==> src/rtl/enc_pkg.sv <==
// Shared constants, FSM state type and bit helpers for the sequential 8-to-3 encoder.
package enc_pkg;

  localparam int unsigned IN_W  = 8;
  localparam int unsigned OUT_W = 3;
  localparam int unsigned CNT_W = 4;

  typedef enum logic [1:0] {
    IDLE = 2'd0,
    EMIT = 2'd1,
    ZERO = 2'd2
  } state_t;

  // Drop the bit that was just emitted from the pending vector.
  function automatic logic [IN_W-1:0] clear_bit(input logic [IN_W-1:0] vec,
                                                input logic [OUT_W-1:0] idx);
    return vec & ~(IN_W'(1) << idx);
  endfunction

  function automatic logic [CNT_W-1:0] popcount(input logic [IN_W-1:0] vec);
    logic [CNT_W-1:0] n;
    n = '0;
    for (int i = 0; i < IN_W; i++) begin
      n = n + CNT_W'(vec[i]);
    end
    return n;
  endfunction

endpackage

==> src/rtl/prio_enc8.sv <==
// Combinational priority encoder: highest set index of an 8-bit vector plus an exactly-one-bit flag.
module prio_enc8
  import enc_pkg::*;
(
  input  logic [IN_W-1:0]  vec,
  output logic [OUT_W-1:0] idx_c,
  output logic             single_c
);

  // Later (higher) indices overwrite earlier ones, leaving the highest set bit.
  always_comb begin
    idx_c = '0;
    for (int i = 0; i < IN_W; i++) begin
      if (vec[i]) idx_c = OUT_W'(i);
    end
  end

  assign single_c = (vec != '0) && ((vec & (vec - IN_W'(1))) == '0);

endmodule

==> src/rtl/encoder8_3_scan.sv <==
// Sequential 8-to-3 encoder: captures a request vector and emits one code per set bit, highest first.
// Optional popcount output count_out is enabled by defining ENC_COUNT_EN.
module encoder8_3_scan
  import enc_pkg::*;
(
  input  logic             clk,
  input  logic             rst_n,
  input  logic [IN_W-1:0]  in_vec,
  input  logic             in_valid,
  output logic             in_ready,
  output logic [OUT_W-1:0] code_out,
  output logic             code_valid,
  input  logic             code_ready,
  output logic             code_last,
  output logic             code_zero
`ifdef ENC_COUNT_EN
  ,
  output logic [CNT_W-1:0] count_out
`endif
);

  state_t           state_q, state_d;
  logic [IN_W-1:0]  pend_q, pend_d;
  logic             capture_c;
  logic             accept_c;
  logic [OUT_W-1:0] nxt_idx_c;
  logic             nxt_single_c;

  logic             in_ready_d;
  logic             code_valid_d;
  logic [OUT_W-1:0] code_out_d;
  logic             code_last_d;
  logic             code_zero_d;

  assign capture_c = in_valid && in_ready && (state_q == IDLE);
  assign accept_c  = code_valid && code_ready;

  // Outputs are registered from the next pend value, so they come only from flops.
  prio_enc8 u_prio (
    .vec      (pend_d),
    .idx_c    (nxt_idx_c),
    .single_c (nxt_single_c)
  );

  // Next-state, next-pend and next-output logic.
  always_comb begin
    state_d      = state_q;
    pend_d       = pend_q;
    in_ready_d   = 1'b0;
    code_valid_d = 1'b0;
    code_out_d   = '0;
    code_last_d  = 1'b0;
    code_zero_d  = 1'b0;

    case (state_q)
      IDLE: begin
        if (capture_c) begin
          pend_d  = in_vec;
          state_d = (in_vec != '0) ? EMIT : ZERO;
        end
      end
      EMIT: begin
        if (accept_c) begin
          pend_d = clear_bit(pend_q, code_out);
          if (pend_d == '0) state_d = IDLE;
        end
      end
      ZERO: begin
        if (accept_c) state_d = IDLE;
      end
      default: begin
        state_d = IDLE;
        pend_d  = '0;
      end
    endcase

    case (state_d)
      IDLE: begin
        in_ready_d = 1'b1;
      end
      EMIT: begin
        code_valid_d = 1'b1;
        code_out_d   = nxt_idx_c;
        code_last_d  = nxt_single_c;
      end
      ZERO: begin
        code_valid_d = 1'b1;
        code_last_d  = 1'b1;
        code_zero_d  = 1'b1;
      end
      default: begin
        in_ready_d = 1'b0;
      end
    endcase
  end

  // State, pend and output registers; reset discards any remaining beats.
  always_ff @(posedge clk or negedge rst_n) begin
    if (!rst_n) begin
      state_q    <= IDLE;
      pend_q     <= '0;
      in_ready   <= 1'b0;
      code_valid <= 1'b0;
      code_out   <= '0;
      code_last  <= 1'b0;
      code_zero  <= 1'b0;
    end else begin
      state_q    <= state_d;
      pend_q     <= pend_d;
      in_ready   <= in_ready_d;
      code_valid <= code_valid_d;
      code_out   <= code_out_d;
      code_last  <= code_last_d;
      code_zero  <= code_zero_d;
    end
  end

`ifdef ENC_COUNT_EN
  // Popcount of the captured vector, held until the next capture.
  always_ff @(posedge clk or negedge rst_n) begin
    if (!rst_n) begin
      count_out <= '0;
    end else if (capture_c) begin
      count_out <= popcount(in_vec);
    end
  end
`endif

endmodule
==> config.mk <==
export PLATFORM = sky130hd
export DESIGN_NAME = encoder8_3_scan
export DESIGN_NICKNAME = d
export VERILOG_FILES = /design/src/rtl/enc_pkg.sv /design/src/rtl/prio_enc8.sv /design/src/rtl/encoder8_3_scan.sv
export SDC_FILE = /design/constraint.sdc
export NUM_CORES = 1
export LEC_CHECK = 0
export CAP_MARGIN = 20
export CORE_MARGIN = 4
export CORE_UTILIZATION = 55
export CTS_BUF_LIST = sky130_fd_sc_hd__clkbuf_8
export DETAILED_ROUTE_END_ITERATION = 7
export GPL_TIMING_DRIVEN = 0
export PLACE_DENSITY = 0.79
export SYNTH_ARGS = -nofsm -noshare
export SYNTH_HDL_FRONTEND = slang
export SYNTH_SLANG_ARGS = --single-unit
==> constraint.sdc <==
create_clock -name clk -period 3 [get_ports clk]
set_clock_uncertainty 0.05 [all_clocks]
set_input_delay 0.6 -clock clk [delete_from_list [all_inputs] [get_ports clk]]
set_output_delay 0.6 -clock clk [all_outputs]
set_load 0.02 [all_outputs]
==> metrics.txt, run 1 <==
register area share after synthesis 36.1%; CP max stage delay 0.52 ns; top_reg_cell synth dfrtp_1; Core ar. 2000 um^2; Design Area, Final 1440 um^2; CP arrival 2.81 ns; Total Nets Final 161; post_cts resized 0; Synthesis Warnings 0; final setup vio count 0; share of the synthesized area in the top cell type 36.1%; P per Cell Area 1070 nW/um^2; Critical Path Fanout Max 5; setup TNS 0 ns; fmax 368 MHz; Leakage 0.662 nW; clock period minus worst slack 2.72 ns; worst hold path depth 1; DRT Pass-1 Iters 5; fin cells 172; Worst Hold End state_q[0]; Worst path most repeated cell o2111ai_1; FF-to-FF path depth 13; number of global-route vias before repair 1012; CP Launch Type input port; largest net degree at the start of global routing 18; Max Root-Sink Buffers 2; final hold vios 0; Yosys cell types 44; Inserted Diodes 0; Tcrit/Tclk final 90.6%; WL final 2820 um; multi-input logic area 664 um^2; CTS tree built; GRT Residual Overflow 0; IO Count 19; maximum vdd drop 0.000618 V; post-CTS setup buffers 0; ANT nets after route 0; Final Max Tran Viols 0; R2R Setup Slk 0.45 ns; reg2reg end code_last; fraction of layout cells with a size suffix above 1 16.6%; total power 0.00154 W; DR vias 1038; syn nets 138; initial antenna violation count 0; CP Capture Type register; post-synthesis area per instance 9.57 um^2; HPWL after DPL 2130 um; Num CTS Buffers 3; Slew @ Worst Pin 0.736 ns; IO Port Bufs 18; Async S/R FF share, synth 100%; Layout Utilization 71.8%; Post-synth EDFFs 0; CP cell instances clkdlybuf4s50_1, or4_1, nor2_1, a22oi_1, or2_2, ha_1, o2111ai_1, nand2_1, o2111ai_1, nand3_1; first-pass GRT wire length 4620 um; initial drt markers 29; die height 54.3 um; cell taking the most area after synthesis dfrtp_1; DIE AREA 2940 um^2; critical path class in -> reg; Reg clk slew, reported paths 0.06 ns; CTS H-tree lvls 1; fillers 160; most common cell in the synthesized netlist dfrtp_1; FF+latch area 425 um^2; Reg2Reg Launch Point code_out[0]; Layout Area Growth over Synthesis 22.0%; Clk Latency, worst-skew pair 0.26 ns; residual DRC count 0; CTS Sinks 17; cell count after synthesis 123; DIE WIDTH 54.3 um; GP Congestion 0.807; Post-synth top cells dfrtp_1, inv_1, nand2_1, nand3_1, nor2_1; post-place instance area 1390 um^2; number of max-cap violations 0; via/cell ratio 6.03; row count 16; Max transition margin 50.8%; status complete, no violations; Tot GR Track Use 22.4%; CP Data Required Time 3.09 ns; dpl cells 168; Root Buffer clkbuf_8; area of the mapped netlist 1180 um^2; Area contributors post-synth dfrtp_1, nand3_1, ha_1; #FFs+latches synth 17; Hold WC Path Type reg -> reg; Starting Density 58.8%; critical path's slowest cell or4_1; routed wire length per instance 16.4 um; hold path startpoint state_q[1]; unrepaired setup endpoints after global routing false; Hold Buf Count CTS 0
==> where the power goes <==
part           switching (W)  total (W)  internal, W
clock              0.0000774   0.000168    0.0000910
combinational       0.000559   0.000980     0.000421
sequential         0.0000771   0.000395     0.000318
==> worst max-delay path, delay by kind of cell <==
family	cells	cell delay [ns]
AOI/OAI and AO/OA	3	0.29
adders and majority gates	1	0.26
buffers and inverters	1	0.42
and+or+nand+nor	5	1.22
==> kinds of logic after synthesis <==
logic type,Yosys count,share of synthesized area (%)
muxes,4,3.51
and+or+nand+nor,51,27.0
DFF,17,36.1
AOI/OAI and AO/OA,30,22.7
buffers and inverters,18,7.44
adders and majority gates,3,3.19
==> final cells by class <==
cell class,count,area share (%)
Timing Repair Buffer,18,12.5
Clock buffer,3,2.87
Buffer,6,2.96
Clock inverter,1,0.261
Inverter,12,3.14
Multi-Input combinational cell,88,46.3
Sequential cell,17,29.6
Tap cell,27,2.35
==> metal layers <==
layer	GRT usage, %	vias to the layer above	wire (um)	part of all wire [%]
met2	34.5	39	1360	48
met1	30.3	495	1260	45
li1	-	496	-	-
met4	11.6	0	50	1.8
met5	0	-	0	0
met3	3.54	8	149	5.3
==> per-stage QoR <==
step / worst slack (ns) / hold WS, ns
global route: 0.101 / 0.554
detailed placement: 0.0220 / 0.493
floorplan: 0.655 / 0.254
global placement: 0.0542 / 0.475
finish: 0.282 / 0.519
CTS: 0.283 / 0.503
==> worst max path at each step <==
stage | from | slack [ns] | to | cells past startpoint
finish | in_vec[6] | 0.28 | code_last | 10
global placement | in_vec[5] | 0.05 | code_last | 10
floorplan | code_out[0] | 0.66 | code_last | 13
CTS | in_vec[5] | 0.28 | code_last | 10
global route | in_vec[5] | 0.10 | code_last | 11
detailed placement | in_vec[5] | 0.02 | code_last | 10
==> layout by cell type (no fill, tap or decap), types with 3 or more instances in the layout <==
cell type	synthesis	layout
o2111ai_1	3	3
clkbuf_8	0	3
buf_2	4	4
inv_1	10	11
nor2_1	6	6
nand3_1	9	9
mux2i_1	3	3
clkdlybuf4s50_1	0	18
nand2_1	9	9
a21oi_1	5	5
and3_1	4	4
o21a_1	3	3
ha_1	3	3
dfrtp_1	17	17
==> registers in the layout, indices dropped and copies added (netlist names) <==
name and cells:
code_out 3, code_last 1, in_ready 1, pend_q 8, code_valid 1, code_zero 1
state_q 2
No activity file was read; power rests on OpenSTA's default activity.
==> inputs of run 2 (changes only) <==
--- a/config.mk
+++ b/config.mk
@@ -13,4 +13,5 @@
 export GPL_TIMING_DRIVEN = 0
 export PLACE_DENSITY = 0.79
+export SLEW_MARGIN = 20
 export SYNTH_ARGS = -nofsm -noshare
 export SYNTH_HDL_FRONTEND = slang
==> constraint.sdc (replaced) <==
create_clock -name clk -period 3 [get_ports clk]
set_clock_uncertainty 0.05 [all_clocks]
set_input_delay 0.6 -clock clk [delete_from_list [all_inputs] [get_ports clk]]
set_output_delay 0.6 -clock clk [all_outputs]
set_load 0.1 [all_outputs]
==> results of run 2 <==
The final DEF is identical to that of run 1. Status: complete, no violations.
Among the figures that moved: total power 0.00154 W -> 0.00176 W; worst IR drop on VDD 0.000618 V -> 0.000848 V
==> inputs of run 3 (changes only) <==
Settings changed: CORE_MARGIN 4 to 2.
==> metrics.txt, run 3 (synthesis gave the netlist of run 1 again) <==
Hold WC Path Type reg -> reg; CP Capture Type register; post-CTS setup buffers 0 (unchanged); DIE WIDTH 50.3 um (-7.4%); first-pass GRT wire length 4530 um (-2.1%); Critical Path Fanout Max 5 (unchanged); DR vias 1041 (+0.29%); number of global-route vias before repair 1037 (+2.5%); reg2reg end code_last; Starting Density 59.4% (+0.59 points); max reg flops 8 (unchanged); Worst Hold Slack 0.516 ns (-0.00331 ns); largest net degree at the start of global routing 18 (unchanged); status complete, no violations; Reg clk slew, reported paths 0.06 ns (about the same); Slew @ Worst Pin 0.965 ns; Root Buffer clkbuf_8; Reg2Reg Launch Point code_out[0]; fin cells 172 (unchanged); worst hold path depth 1 (unchanged); leading cell types in the layout, fill and taps excluded clkdlybuf4s50_1, dfrtp_1, inv_1, nand2_1, nand3_1; hold path startpoint state_q[1]; CP Data Required Time 3.08 ns (about the same); setup TNS 0 ns (unchanged); post-place instance area 1390 um^2 (unchanged); fmax 364 MHz (-1.1%); GP Congestion 0.929 (+15%); fraction of layout cells with a size suffix above 1 16.6% (unchanged); die height 50.3 um (-7.4%); number of max-cap violations 0 (unchanged); most common cell after layout, fill and taps aside clkdlybuf4s50_1; biggest regs pend_q: 8 flops, code_out: 3 flops, state_q: 2 flops; DRT Pass-1 Iters 5 (unchanged); CP arrival 2.83 ns (+0.02 ns); critical path class in -> reg; Layout Area Growth over Synthesis 22.0% (unchanged); total power 0.00174 W; initial antenna violation count 0 (unchanged); CTS tree built; Design Area, Final 1440 um^2 (unchanged); GRT Residual Overflow 0 (unchanged); Max Root-Sink Buffers 2 (unchanged); ANT nets after route 0 (unchanged); Final Max Tran Viols 0 (unchanged); maximum vdd drop 0.000884 V; Total Nets Final 161 (unchanged); CP Launch Type input port; unrepaired setup endpoints after global routing false; CP Launch Point in_vec[5]; HPWL after DPL 2120 um (-0.66%); WL final 2660 um (-5.7%); routed wire length per instance 15.5 um (-5.7%); Tot GR Track Use 23.4% (+0.95 points); dpl cells 168 (unchanged); Clk Latency, worst-skew pair 0.25 ns (about the same); P per Cell Area 1210 nW/um^2; row count 16 (unchanged); CTS Sinks 17 (unchanged); Biggest register pend_q; final setup vio count 0 (unchanged); IO Port Bufs 18 (unchanged); Core ar. 1980 um^2 (-1.0%); CTS H-tree lvls 1 (unchanged); R2R Setup Slk 0.43 ns (-0.02 ns); IO Count 19 (unchanged); Num CTS Buffers 3 (unchanged); DIE AREA 2530 um^2 (-14%); initial drt markers 25 (-14%); Tcrit/Tclk final 91.6% (+1.0 points); Hold Buf Count CTS 0 (unchanged); final hold vios 0 (unchanged); FF-to-FF path depth 13 (unchanged); Worst Hold End state_q[0]; residual DRC count 0 (unchanged); post_cts resized 0 (unchanged); Max transition margin 35.5%; Leakage 0.662 nW (unchanged); clock period minus worst slack 2.75 ns (+0.0304 ns); via/cell ratio 6.05 (+0.29%); Inserted Diodes 0 (unchanged)
==> run 3: cell counts in the layout (fill, tap and decap cells not counted) <==
No cell type changed its count.
==> run 3: layout make-up <==
cell class / instances / area [um^2]
Multi-Input combinational cell: 88 / 664
Fill cell: 141 / 546
Timing Repair Buffer: 18 / 180
Inverter: 12 / 45.0
Sequential cell: 17 / 425
Tap cell: 27 / 33.8
Clock inverter: 1 / 3.75
Buffer: 6 / 42.5
Clock buffer: 3 / 41.3
==> run 3: worst max path at each step <==
stage | to | depth (start not counted)
after floorplan | code_last | 8
after global placement | code_last | 10
after detailed placement | code_last | 10
after CTS | code_last | 10
after global routing | code_last | 11
final | code_last | 10
==> run 3: worst max-delay path: stages <==
cell,delay (ns)
clkdlybuf4s50_1,0.42
or4_1,0.54
nor2_1,0.19
a22oi_1,0.09
or2_2,0.33
ha_1,0.27
o2111ai_1,0.12
nand2_1,0.09
o2111ai_1,0.08
nand3_1,0.09
==> run 3: routing by layer <==
metal | global-route usage (%) | part of all wire [%]
met5 | 0 | 0
met4 | 9.26 | 1.4
met3 | 0.298 | 5.5
met2 | 41.0 | 48
met1 | 30.6 | 45
==> run 3: where the power goes <==
part | total [W] | internal [W] | switching [W]
Clock | 0.000161 | 0.0000906 | 0.0000699
Sequential | 0.000394 | 0.000318 | 0.0000762
Combinational | 0.00118 | 0.000419 | 0.000764
==> run 3: stage by stage <==
stage	setup slack, ns	util, %
finish	0.251	72.5
global route	0.0886	72.5
CTS	0.256	72.5
detailed placement	0.00563	70.2
global placement	0.0732	70.2
floorplan	0.162	-
